===== config.mk =====
export PLATFORM = sky130hd
export DESIGN_NAME = mem_controller_flat
export DESIGN_NICKNAME = d
export VERILOG_FILES = /design/src/rtl/mem_controller_pkg.sv /design/src/rtl/mem_controller_if.sv /design/src/rtl/mem_controller_wait_counter.sv /design/src/rtl/mem_controller.sv /design/src/flat_wrapper.sv
export SDC_FILE = /design/constraint.sdc
export NUM_CORES = 1
export LEC_CHECK = 0
export CAP_MARGIN = 20
export CELL_PAD_IN_SITES_DETAIL_PLACEMENT = 1
export CELL_PAD_IN_SITES_GLOBAL_PLACEMENT = 1
export CORE_AREA = 2 2 116 118
export CTS_BUF_LIST = sky130_fd_sc_hd__clkbuf_8
export DETAILED_ROUTE_END_ITERATION = 7
export DIE_AREA = 0 0 118 120
export PLACE_DENSITY = 0.93
export SLEW_MARGIN = 15
export SYNTH_ARGS = -nofsm -noshare
export SYNTH_HDL_FRONTEND = slang
export SYNTH_HIERARCHICAL = 1
export SYNTH_SLANG_ARGS = --single-unit
export TNS_END_PERCENT = 10

===== constraint.sdc =====
create_clock -name iCLK -period 3.7 [get_ports iCLK]
set_input_delay 0.37 -clock iCLK [delete_from_list [all_inputs] [get_ports iCLK]]
set_output_delay 0.37 -clock iCLK [all_outputs]
set_load 0.01 [all_outputs]

===== src/rtl/mem_controller_pkg.sv =====
// rtl/mem_controller_pkg.sv - shared types and constants for the backing-memory controller
package mem_ctrl_pkg;

  localparam int WAIT_CNT_W     = 4;
  localparam int RAM_AW_DEFAULT = 10;

  localparam logic [2:0] ST_IDLE       = 3'd0;
  localparam logic [2:0] ST_WR_ISSUE   = 3'd1;
  localparam logic [2:0] ST_RD_ISSUE   = 3'd2;
  localparam logic [2:0] ST_RD_CAPTURE = 3'd3;
  localparam logic [2:0] ST_RESP       = 3'd4;
  localparam logic [2:0] ST_GAP        = 3'd5;

  typedef enum logic [2:0] {
    IDLE       = ST_IDLE,
    WR_ISSUE   = ST_WR_ISSUE,
    RD_ISSUE   = ST_RD_ISSUE,
    RD_CAPTURE = ST_RD_CAPTURE,
    RESP       = ST_RESP,
    GAP        = ST_GAP
  } state_t;

endpackage


===== src/rtl/mem_controller_if.sv =====
// rtl/mem_controller_if.sv - cache-to-memory miss link (err member present with MEM_CTRL_BOUNDS_CHECK_EN)
interface mem_controller_if #(
  parameter int ADDR_W = 32,
  parameter int DATA_W = 32
);
  logic              cache2mem_MemRead;
  logic              cache2mem_MemWrite;
  logic [ADDR_W-1:0] cache2mem_rd_addr;
  logic [ADDR_W-1:0] cache2mem_wb_addr;
  logic [DATA_W-1:0] cache2mem_wb_data;
  logic [DATA_W-1:0] mem2cache_data;
  logic              mem2cache_ready;
`ifdef MEM_CTRL_BOUNDS_CHECK_EN
  logic              mem2cache_err;

  modport master (
    output cache2mem_MemRead, cache2mem_MemWrite, cache2mem_rd_addr,
           cache2mem_wb_addr, cache2mem_wb_data,
    input  mem2cache_data, mem2cache_ready, mem2cache_err
  );
  modport slave (
    input  cache2mem_MemRead, cache2mem_MemWrite, cache2mem_rd_addr,
           cache2mem_wb_addr, cache2mem_wb_data,
    output mem2cache_data, mem2cache_ready, mem2cache_err
  );
`else
  modport master (
    output cache2mem_MemRead, cache2mem_MemWrite, cache2mem_rd_addr,
           cache2mem_wb_addr, cache2mem_wb_data,
    input  mem2cache_data, mem2cache_ready
  );
  modport slave (
    input  cache2mem_MemRead, cache2mem_MemWrite, cache2mem_rd_addr,
           cache2mem_wb_addr, cache2mem_wb_data,
    output mem2cache_data, mem2cache_ready
  );
`endif
endinterface


===== src/rtl/mem_controller_wait_counter.sv =====
// rtl/mem_controller_wait_counter.sv - load/decrement wait-state counter with zero flag
module mem_wait_counter
  import mem_ctrl_pkg::*;
(
  input  logic                  iCLK,
  input  logic                  iRST_n,
  input  logic                  i_load,
  input  logic [WAIT_CNT_W-1:0] i_load_val,
  input  logic                  i_dec,
  output logic                  o_zero
);

  logic [WAIT_CNT_W-1:0] r_count;

  // load on ISSUE entry, otherwise count down and saturate at zero
  always_ff @(posedge iCLK) begin
    if (!iRST_n) begin
      r_count <= '0;
    end else if (i_load) begin
      r_count <= i_load_val;
    end else if (i_dec && (r_count != '0)) begin
      r_count <= r_count - 1'b1;
    end
  end

  assign o_zero = (r_count == '0);

endmodule


===== src/rtl/mem_controller.sv =====
// rtl/mem_controller.sv - write-back/fill sequencer for a wait-stated RAM; optional MEM_CTRL_BOUNDS_CHECK_EN
module mem_controller
  import mem_ctrl_pkg::*;
#(
  parameter int ADDR_W      = 32,
  parameter int DATA_W      = 32,
  parameter int OFFSET_W    = 2,
  parameter int RAM_AW      = RAM_AW_DEFAULT,
  parameter int WAIT_STATES = 1
) (
  input  logic              iCLK,
  input  logic              iRST_n,
  mem_controller_if.slave   cache_if,
  output logic [RAM_AW-1:0] ram_addr,
  output logic [DATA_W-1:0] ram_wdata,
  output logic              ram_we,
  output logic              ram_re,
  input  logic [DATA_W-1:0] ram_rdata
);

  localparam int WORD_LO = OFFSET_W;
  localparam int WORD_HI = OFFSET_W + RAM_AW - 1;
  localparam logic [WAIT_CNT_W-1:0] LP_WAIT = WAIT_CNT_W'(WAIT_STATES);

  state_t            r_state, w_state_nxt;
  logic              w_accept, w_load, w_dec, w_start_rd, w_capture, w_cnt_zero;
  logic [RAM_AW-1:0] w_wb_word, w_rd_word, r_rd_word, r_ram_addr;
  logic [DATA_W-1:0] r_ram_wdata, r_data;
  logic              r_ram_we, r_ram_re, r_rd_pend, r_rd_oob;
  logic              w_wb_oob, w_rd_oob, w_unused_addr;

  assign w_wb_word = cache_if.cache2mem_wb_addr[WORD_HI:WORD_LO];
  assign w_rd_word = cache_if.cache2mem_rd_addr[WORD_HI:WORD_LO];

`ifdef MEM_CTRL_BOUNDS_CHECK_EN
  assign w_wb_oob = |cache_if.cache2mem_wb_addr[ADDR_W-1:WORD_HI+1];
  assign w_rd_oob = |cache_if.cache2mem_rd_addr[ADDR_W-1:WORD_HI+1];
  assign w_unused_addr = ^{cache_if.cache2mem_wb_addr[WORD_LO-1:0],
                           cache_if.cache2mem_rd_addr[WORD_LO-1:0]};
`else
  // upper address bits alias onto the RAM
  assign w_wb_oob = 1'b0;
  assign w_rd_oob = 1'b0;
  assign w_unused_addr = ^{cache_if.cache2mem_wb_addr[ADDR_W-1:WORD_HI+1],
                           cache_if.cache2mem_wb_addr[WORD_LO-1:0],
                           cache_if.cache2mem_rd_addr[ADDR_W-1:WORD_HI+1],
                           cache_if.cache2mem_rd_addr[WORD_LO-1:0]};
`endif

  mem_wait_counter u_wait_cnt (
    .iCLK       (iCLK),
    .iRST_n     (iRST_n),
    .i_load     (w_load),
    .i_load_val (LP_WAIT),
    .i_dec      (w_dec),
    .o_zero     (w_cnt_zero)
  );

  // state register
  always_ff @(posedge iCLK) begin
    if (!iRST_n) r_state <= IDLE;
    else         r_state <= w_state_nxt;
  end

  // next-state and per-cycle control strobes
  always_comb begin
    w_state_nxt = r_state;
    w_accept    = 1'b0;
    w_load      = 1'b0;
    w_dec       = 1'b0;
    w_start_rd  = 1'b0;
    w_capture   = 1'b0;
    case (r_state)
      IDLE: begin
        if (cache_if.cache2mem_MemWrite) begin
          w_accept    = 1'b1;
          w_load      = 1'b1;
          w_state_nxt = WR_ISSUE;
        end else if (cache_if.cache2mem_MemRead) begin
          w_accept    = 1'b1;
          w_load      = 1'b1;
          w_state_nxt = RD_ISSUE;
        end
      end
      WR_ISSUE: begin
        if (!w_cnt_zero) begin
          w_dec = 1'b1;
        end else if (r_rd_pend) begin
          w_load      = 1'b1;
          w_start_rd  = 1'b1;
          w_state_nxt = RD_ISSUE;
        end else begin
          w_state_nxt = RESP;
        end
      end
      RD_ISSUE: begin
        if (!w_cnt_zero) w_dec = 1'b1;
        else             w_state_nxt = RD_CAPTURE;
      end
      RD_CAPTURE: begin
        w_capture   = 1'b1;
        w_state_nxt = RESP;
      end
      RESP:    w_state_nxt = GAP;
      GAP:     w_state_nxt = IDLE;
      default: w_state_nxt = IDLE;
    endcase
  end

  // request capture, single-cycle RAM strobes with held address/data, fill capture
  always_ff @(posedge iCLK) begin
    if (!iRST_n) begin
      r_ram_we    <= 1'b0;
      r_ram_re    <= 1'b0;
      r_ram_addr  <= '0;
      r_ram_wdata <= '0;
      r_rd_word   <= '0;
      r_rd_pend   <= 1'b0;
      r_rd_oob    <= 1'b0;
      r_data      <= '0;
    end else begin
      r_ram_we <= 1'b0;
      r_ram_re <= 1'b0;
      if (w_accept) begin
        r_rd_word <= w_rd_word;
        r_rd_pend <= cache_if.cache2mem_MemRead;
        r_rd_oob  <= cache_if.cache2mem_MemRead & w_rd_oob;
        if (cache_if.cache2mem_MemWrite) begin
          r_ram_addr  <= w_wb_word;
          r_ram_wdata <= cache_if.cache2mem_wb_data;
          r_ram_we    <= ~w_wb_oob;
        end else begin
          r_ram_addr <= w_rd_word;
          r_ram_re   <= ~w_rd_oob;
        end
      end
      if (w_start_rd) begin
        r_ram_addr <= r_rd_word;
        r_ram_re   <= ~r_rd_oob;
      end
      if (w_capture) begin
        r_data <= r_rd_oob ? '0 : ram_rdata;
      end
    end
  end

`ifdef MEM_CTRL_BOUNDS_CHECK_EN
  logic r_oob_any, r_err;

  // err clears on acceptance and is raised together with the ready pulse
  always_ff @(posedge iCLK) begin
    if (!iRST_n) begin
      r_oob_any <= 1'b0;
      r_err     <= 1'b0;
    end else if (w_accept) begin
      r_oob_any <= (cache_if.cache2mem_MemWrite & w_wb_oob) |
                   (cache_if.cache2mem_MemRead  & w_rd_oob);
      r_err     <= 1'b0;
    end else if (w_state_nxt == RESP) begin
      r_err <= r_oob_any;
    end
  end

  assign cache_if.mem2cache_err = r_err;
`endif

  assign cache_if.mem2cache_data  = r_data;
  assign cache_if.mem2cache_ready = (r_state == RESP);
  assign ram_addr  = r_ram_addr;
  assign ram_wdata = r_ram_wdata;
  assign ram_we    = r_ram_we;
  assign ram_re    = r_ram_re;

endmodule


===== src/flat_wrapper.sv =====
// flat-port wrapper written by rule: the top's interface ports become plain ports
module mem_controller_flat import mem_ctrl_pkg::*;
#(
  parameter int ADDR_W      = 32,
  parameter int DATA_W      = 32,
  parameter int OFFSET_W    = 2,
  parameter int RAM_AW      = RAM_AW_DEFAULT,
  parameter int WAIT_STATES = 1
)
  (iCLK, iRST_n, ram_addr, ram_wdata, ram_we, ram_re, ram_rdata, cache_if_cache2mem_MemRead, cache_if_cache2mem_MemWrite, cache_if_cache2mem_rd_addr, cache_if_cache2mem_wb_addr, cache_if_cache2mem_wb_data, cache_if_mem2cache_data, cache_if_mem2cache_ready);
  mem_controller_if #(.ADDR_W(ADDR_W), .DATA_W(DATA_W)) cache_if_i ();
  input  logic iCLK;
  input  logic iRST_n;
  output logic [RAM_AW-1:0] ram_addr;
  output logic [DATA_W-1:0] ram_wdata;
  output logic ram_we;
  output logic ram_re;
  input  logic [DATA_W-1:0] ram_rdata;
  input wire logic [$bits(cache_if_i.cache2mem_MemRead)-1:0] cache_if_cache2mem_MemRead;
  input wire logic [$bits(cache_if_i.cache2mem_MemWrite)-1:0] cache_if_cache2mem_MemWrite;
  input wire logic [$bits(cache_if_i.cache2mem_rd_addr)-1:0] cache_if_cache2mem_rd_addr;
  input wire logic [$bits(cache_if_i.cache2mem_wb_addr)-1:0] cache_if_cache2mem_wb_addr;
  input wire logic [$bits(cache_if_i.cache2mem_wb_data)-1:0] cache_if_cache2mem_wb_data;
  output wire logic [$bits(cache_if_i.mem2cache_data)-1:0] cache_if_mem2cache_data;
  output wire logic [$bits(cache_if_i.mem2cache_ready)-1:0] cache_if_mem2cache_ready;
  assign cache_if_i.cache2mem_MemRead = cache_if_cache2mem_MemRead;
  assign cache_if_i.cache2mem_MemWrite = cache_if_cache2mem_MemWrite;
  assign cache_if_i.cache2mem_rd_addr = cache_if_cache2mem_rd_addr;
  assign cache_if_i.cache2mem_wb_addr = cache_if_cache2mem_wb_addr;
  assign cache_if_i.cache2mem_wb_data = cache_if_cache2mem_wb_data;
  assign cache_if_mem2cache_data = cache_if_i.mem2cache_data;
  assign cache_if_mem2cache_ready = cache_if_i.mem2cache_ready;
  mem_controller #(.ADDR_W(ADDR_W), .DATA_W(DATA_W), .OFFSET_W(OFFSET_W), .RAM_AW(RAM_AW), .WAIT_STATES(WAIT_STATES)) u_core (.iCLK(iCLK), .iRST_n(iRST_n), .cache_if(cache_if_i), .ram_addr(ram_addr), .ram_wdata(ram_wdata), .ram_we(ram_we), .ram_re(ram_re), .ram_rdata(ram_rdata));
endmodule

==> flow_metrics.py <==
metrics = {
    "power": {
        "power.ir.vdd_worst_v": 0.0002852,
        "leakagePower_nw": 2.092,
        "power-per-cell-area_nw_per_um2": 615.9,
    },
    "timing": {
        "fmax_mhz": 443.3,
        "final.hold.worst_slack_ns": 0.4541,
        "setup_total_negative_slack_ns": 0,
        "rsz0062_at_grt": "no",
        "finalCriticalPeriod_ns": 2.256,
        "hold_viol_final": 0,
        "report.final.setup_viol": 0,
        "fin_ws_ns": 1.444,
        "fin_worst_skew_ns": 0.008109,
        "tightestPinTransition_ns": 0.8801,
        "max_slew_margin": 0.4133,
        "slew_violations": 0,
        "layout_worst_path_cycle_share": 0.6097,
    },
    "detailed_routing": {
        "post-route-drc-count": 0,
        "postRouteWirelength_um": 12000,
        "route.antenna.remaining_nets": 0,
        "detailedRoute.firstIterationViolations": 110,
        "drt-wirelength-per-cell_um": 15.35,
        "route.detailed.vias_per_inst": 4.645,
        "total_via_count_in_the_routed_design": 3632,
        "detail_route.first_pass.iterations": 4,
    },
    "logic_synthesis": {
        "synthCells": 449,
        "yosys.area.top_type_share": 0.4978,
        "synth-edff-count": 0,
        "synth_warnings": 6,
        "yosysMostFrequentCell": "nand2_1",
        "dominantRegCellSynth": "dfxtp_1",
        "avgSynthCellArea_um2": 8.418,
        "synth_top_area_cell": "dfxtp_1",
        "synth_top_cells_by_count": "nand2_1, dfxtp_1, a21oi_1",
        "synth-async-reset-ratio": 0,
        "synth-seq-area-share": 0.4978,
        "synthTopCellsByArea": "dfxtp_1, nand2_1, a21oi_1",
        "postSynthRegisterBits": 94,
        "synth.cell_area_um2": 3780,
        "synth_cell_type_count": 44,
    },
    "worst_setup_path": {
        "arrival_ns": 2.51,
        "timing.critical_path.slowest_stage_cell": "dfxtp_1",
        "top_delay_family_on_crit_path": "simple AND/OR/NAND/NOR gates",
        "critPathLaunchType": "flip-flop",
        "setup.reg_to_reg.worst_slack_ns": 1.44,
        "r2r.worst_path.cells": 9,
        "timing.critical_path.to_type": "flip-flop",
        "critical_path_required_ns": 3.95,
        "critical-path-max-stage-delay_ns": 0.41,
        "path_cells": "inv_1, ha_1, or3b_4, clkinv_2, nand2b_1, nor2_1, nor4b_2, mux2i_1, a21oi_1",
        "reg2reg_from": "u_core/u_wait_cnt/r_count[0]",
        "critPathMaxFanout": 6,
        "critical_path_class": "reg -> reg",
        "worstPathBufferInverterCount": 2,
        "crit-reg2reg-capture": "u_core/u_wait_cnt/r_count[3]",
    },
    "clocking": {
        "cts.repair_timing.setup_buffer_count": 0,
        "path_clk_slew_ns": 0.09,
        "cts_buffers": 9,
        "cts_tree": "built",
        "clk-insertion-delay-late_ns": 0.37,
        "level_count_of_the_clock_h_tree": 3,
        "cts_hold_buffers_added": 0,
        "root_buffer": "clkbuf_8",
        "cts_buffer_depth": 2,
        "cts.sink_count": 94,
        "post_cts_resized": 0,
    },
    "die": {
        "die_span_in_x_um": 118,
        "row_count": 42,
        "core_area_um2": 12980,
        "fp.dieArea_um2": 14160,
        "initial_standard_cell_utilization_of_the_core": 0.2912,
        "die_y_um": 120,
        "io_pins": 209,
    },
    "placement": {
        "routabilityCongestion": 0.7499,
        "portBuffers": 164,
        "dpl.hpwl_um": 8946,
        "pre_cts_slack_ns": 1.069,
    },
    "global_route": {
        "grt_pass1_vias": 3896,
        "grt_overflow": 0,
        "grt_util_overall": 0.1735,
        "grt_pass1_wl_um": 19450,
        "grt_start_max_net_pins": 40,
        "initial_antenna_violation_count": 0,
    },
    "min_path": {
        "hold_path_startpoint": "u_core/ram_wdata[25]",
        "min_path_type": "reg -> reg",
        "hold_path_end": "u_core/ram_wdata[25]",
        "hold_depth": 2,
    },
    "layout": {
        "diodes": 0,
        "synthToLayoutAreaGrowth_pct": 51.80,
        "fillers": 1534,
        "post_route_cells_drive_above_1_share": 0.07756,
        "fin_util": 0.4421,
        "finish.net_count": 734,
    },
    "flow_run": {
        "drv.max_cap_violation_count": 0,
    },
    "outcome": {
        "run_status": "complete, no violations",
    },
}
## layout make-up
| class | instances | area, um2 | area share |
|---|---|---|---|
| well taps | 176 | 220.2 | 0.03838 |
| repair buffers | 170 | 1690 | 0.2946 |
| inverters | 8 | 31.28 | 0.005451 |
| flip-flops and latches | 94 | 1882 | 0.3280 |
| clock inverters | 5 | 58.81 | 0.01025 |
| multi-input cells | 318 | 1704 | 0.2970 |
| clock buffers | 11 | 151.4 | 0.02638 |
## metrics by stage
| stage | total power, mW | instances | cell area (um2) |
|---|---|---|---|
| global route | 3.778 | 782 | 5738 |
| CTS | 3.578 | 781 | 5725 |
| finish | 3.534 | 782 | 5738 |
| floorplan | 2.289 | 451 | 3787 |
| global placement | 2.755 | 765 | 5515 |
| detailed placement | 2.851 | 765 | 5515 |
## cell usage in the layout (no fill, tap or decap), drive strengths merged, types with 2 or more instances in the layout
| cell | n |
|---|---|
| clkdlybuf4s50 | 164 |
| nand2 | 157 |
| dfxtp | 94 |
| a21oi | 66 |
| mux2i | 12 |
| clkbuf | 11 |
| nor2 | 11 |
| a21boi | 11 |
| mux2 | 10 |
| o2bb2ai | 10 |
| inv | 8 |
| o21ai | 8 |
| buf | 6 |
| conb | 4 |
| and2 | 4 |
| nand3 | 3 |
| clkinv | 3 |
| or3b | 2 |
| nand3b | 2 |
| and3b | 2 |
| and2b | 2 |
| a311oi | 2 |
## state kept, by name, indices dropped and copies added (netlist names)
name	cells
u_core/ram_wdata	32
u_core/r_rd_word	10
u_core/ram_re	1
u_core/ram_we	1
u_core/ram_addr	10
u_core/u_wait_cnt/r_count	4
u_core/cache_if.mem2cache_data	32
u_core/r_state	3
u_core/r_rd_pend	1
## tightest hold or removal path, delay by kind of cell (launching register included)
kind / cells / cell delay, ns
AOI/OAI and AO/OA: 1 / 0.05
DFF: 1 / 0.31
and+or+nand+nor: 1 / 0.05
## where the power goes
part	leakage, nW	internal, mW	total, mW	switching (mW)
clock	0.107	0.349	0.709	0.360
sequential	0.768	1.23	1.39	0.167
combinational	1.22	0.679	1.43	0.752
total	2.09	2.26	3.53	1.28
## cell families after synthesis
group / synth area share
AO/OA/AOI/OAI: 0.1566
XOR/XNOR: 0.002318
adder cells (fa/ha/maj): 0.003310
buffers and inverters: 0.05428
flip-flops: 0.4978
multiplexers: 0.06157
other: 0.001987
AND/OR/NAND/NOR: 0.2221
## routing by layer
metal  track usage  part of all wire
met1        0.1814              0.40
met2        0.3234              0.52
met3       0.05941             0.065
met4       0.05873             0.021
met5             0                 0
## worst max path at each step
stage,start,to,cells after the start
floorplan,u_core/u_wait_cnt/r_count[0],u_core/u_wait_cnt/r_count[3],9
global placement,cache_if_cache2mem_MemWrite,u_core/r_rd_pend,5
detailed placement,cache_if_cache2mem_MemWrite,u_core/r_rd_pend,5
CTS,u_core/r_state[2],u_core/ram_wdata[29],4
global route,u_core/u_wait_cnt/r_count[0],u_core/u_wait_cnt/r_count[3],9
finish,u_core/u_wait_cnt/r_count[0],u_core/u_wait_cnt/r_count[3],9
Note: power is estimated with default switching activity, not from simulation.
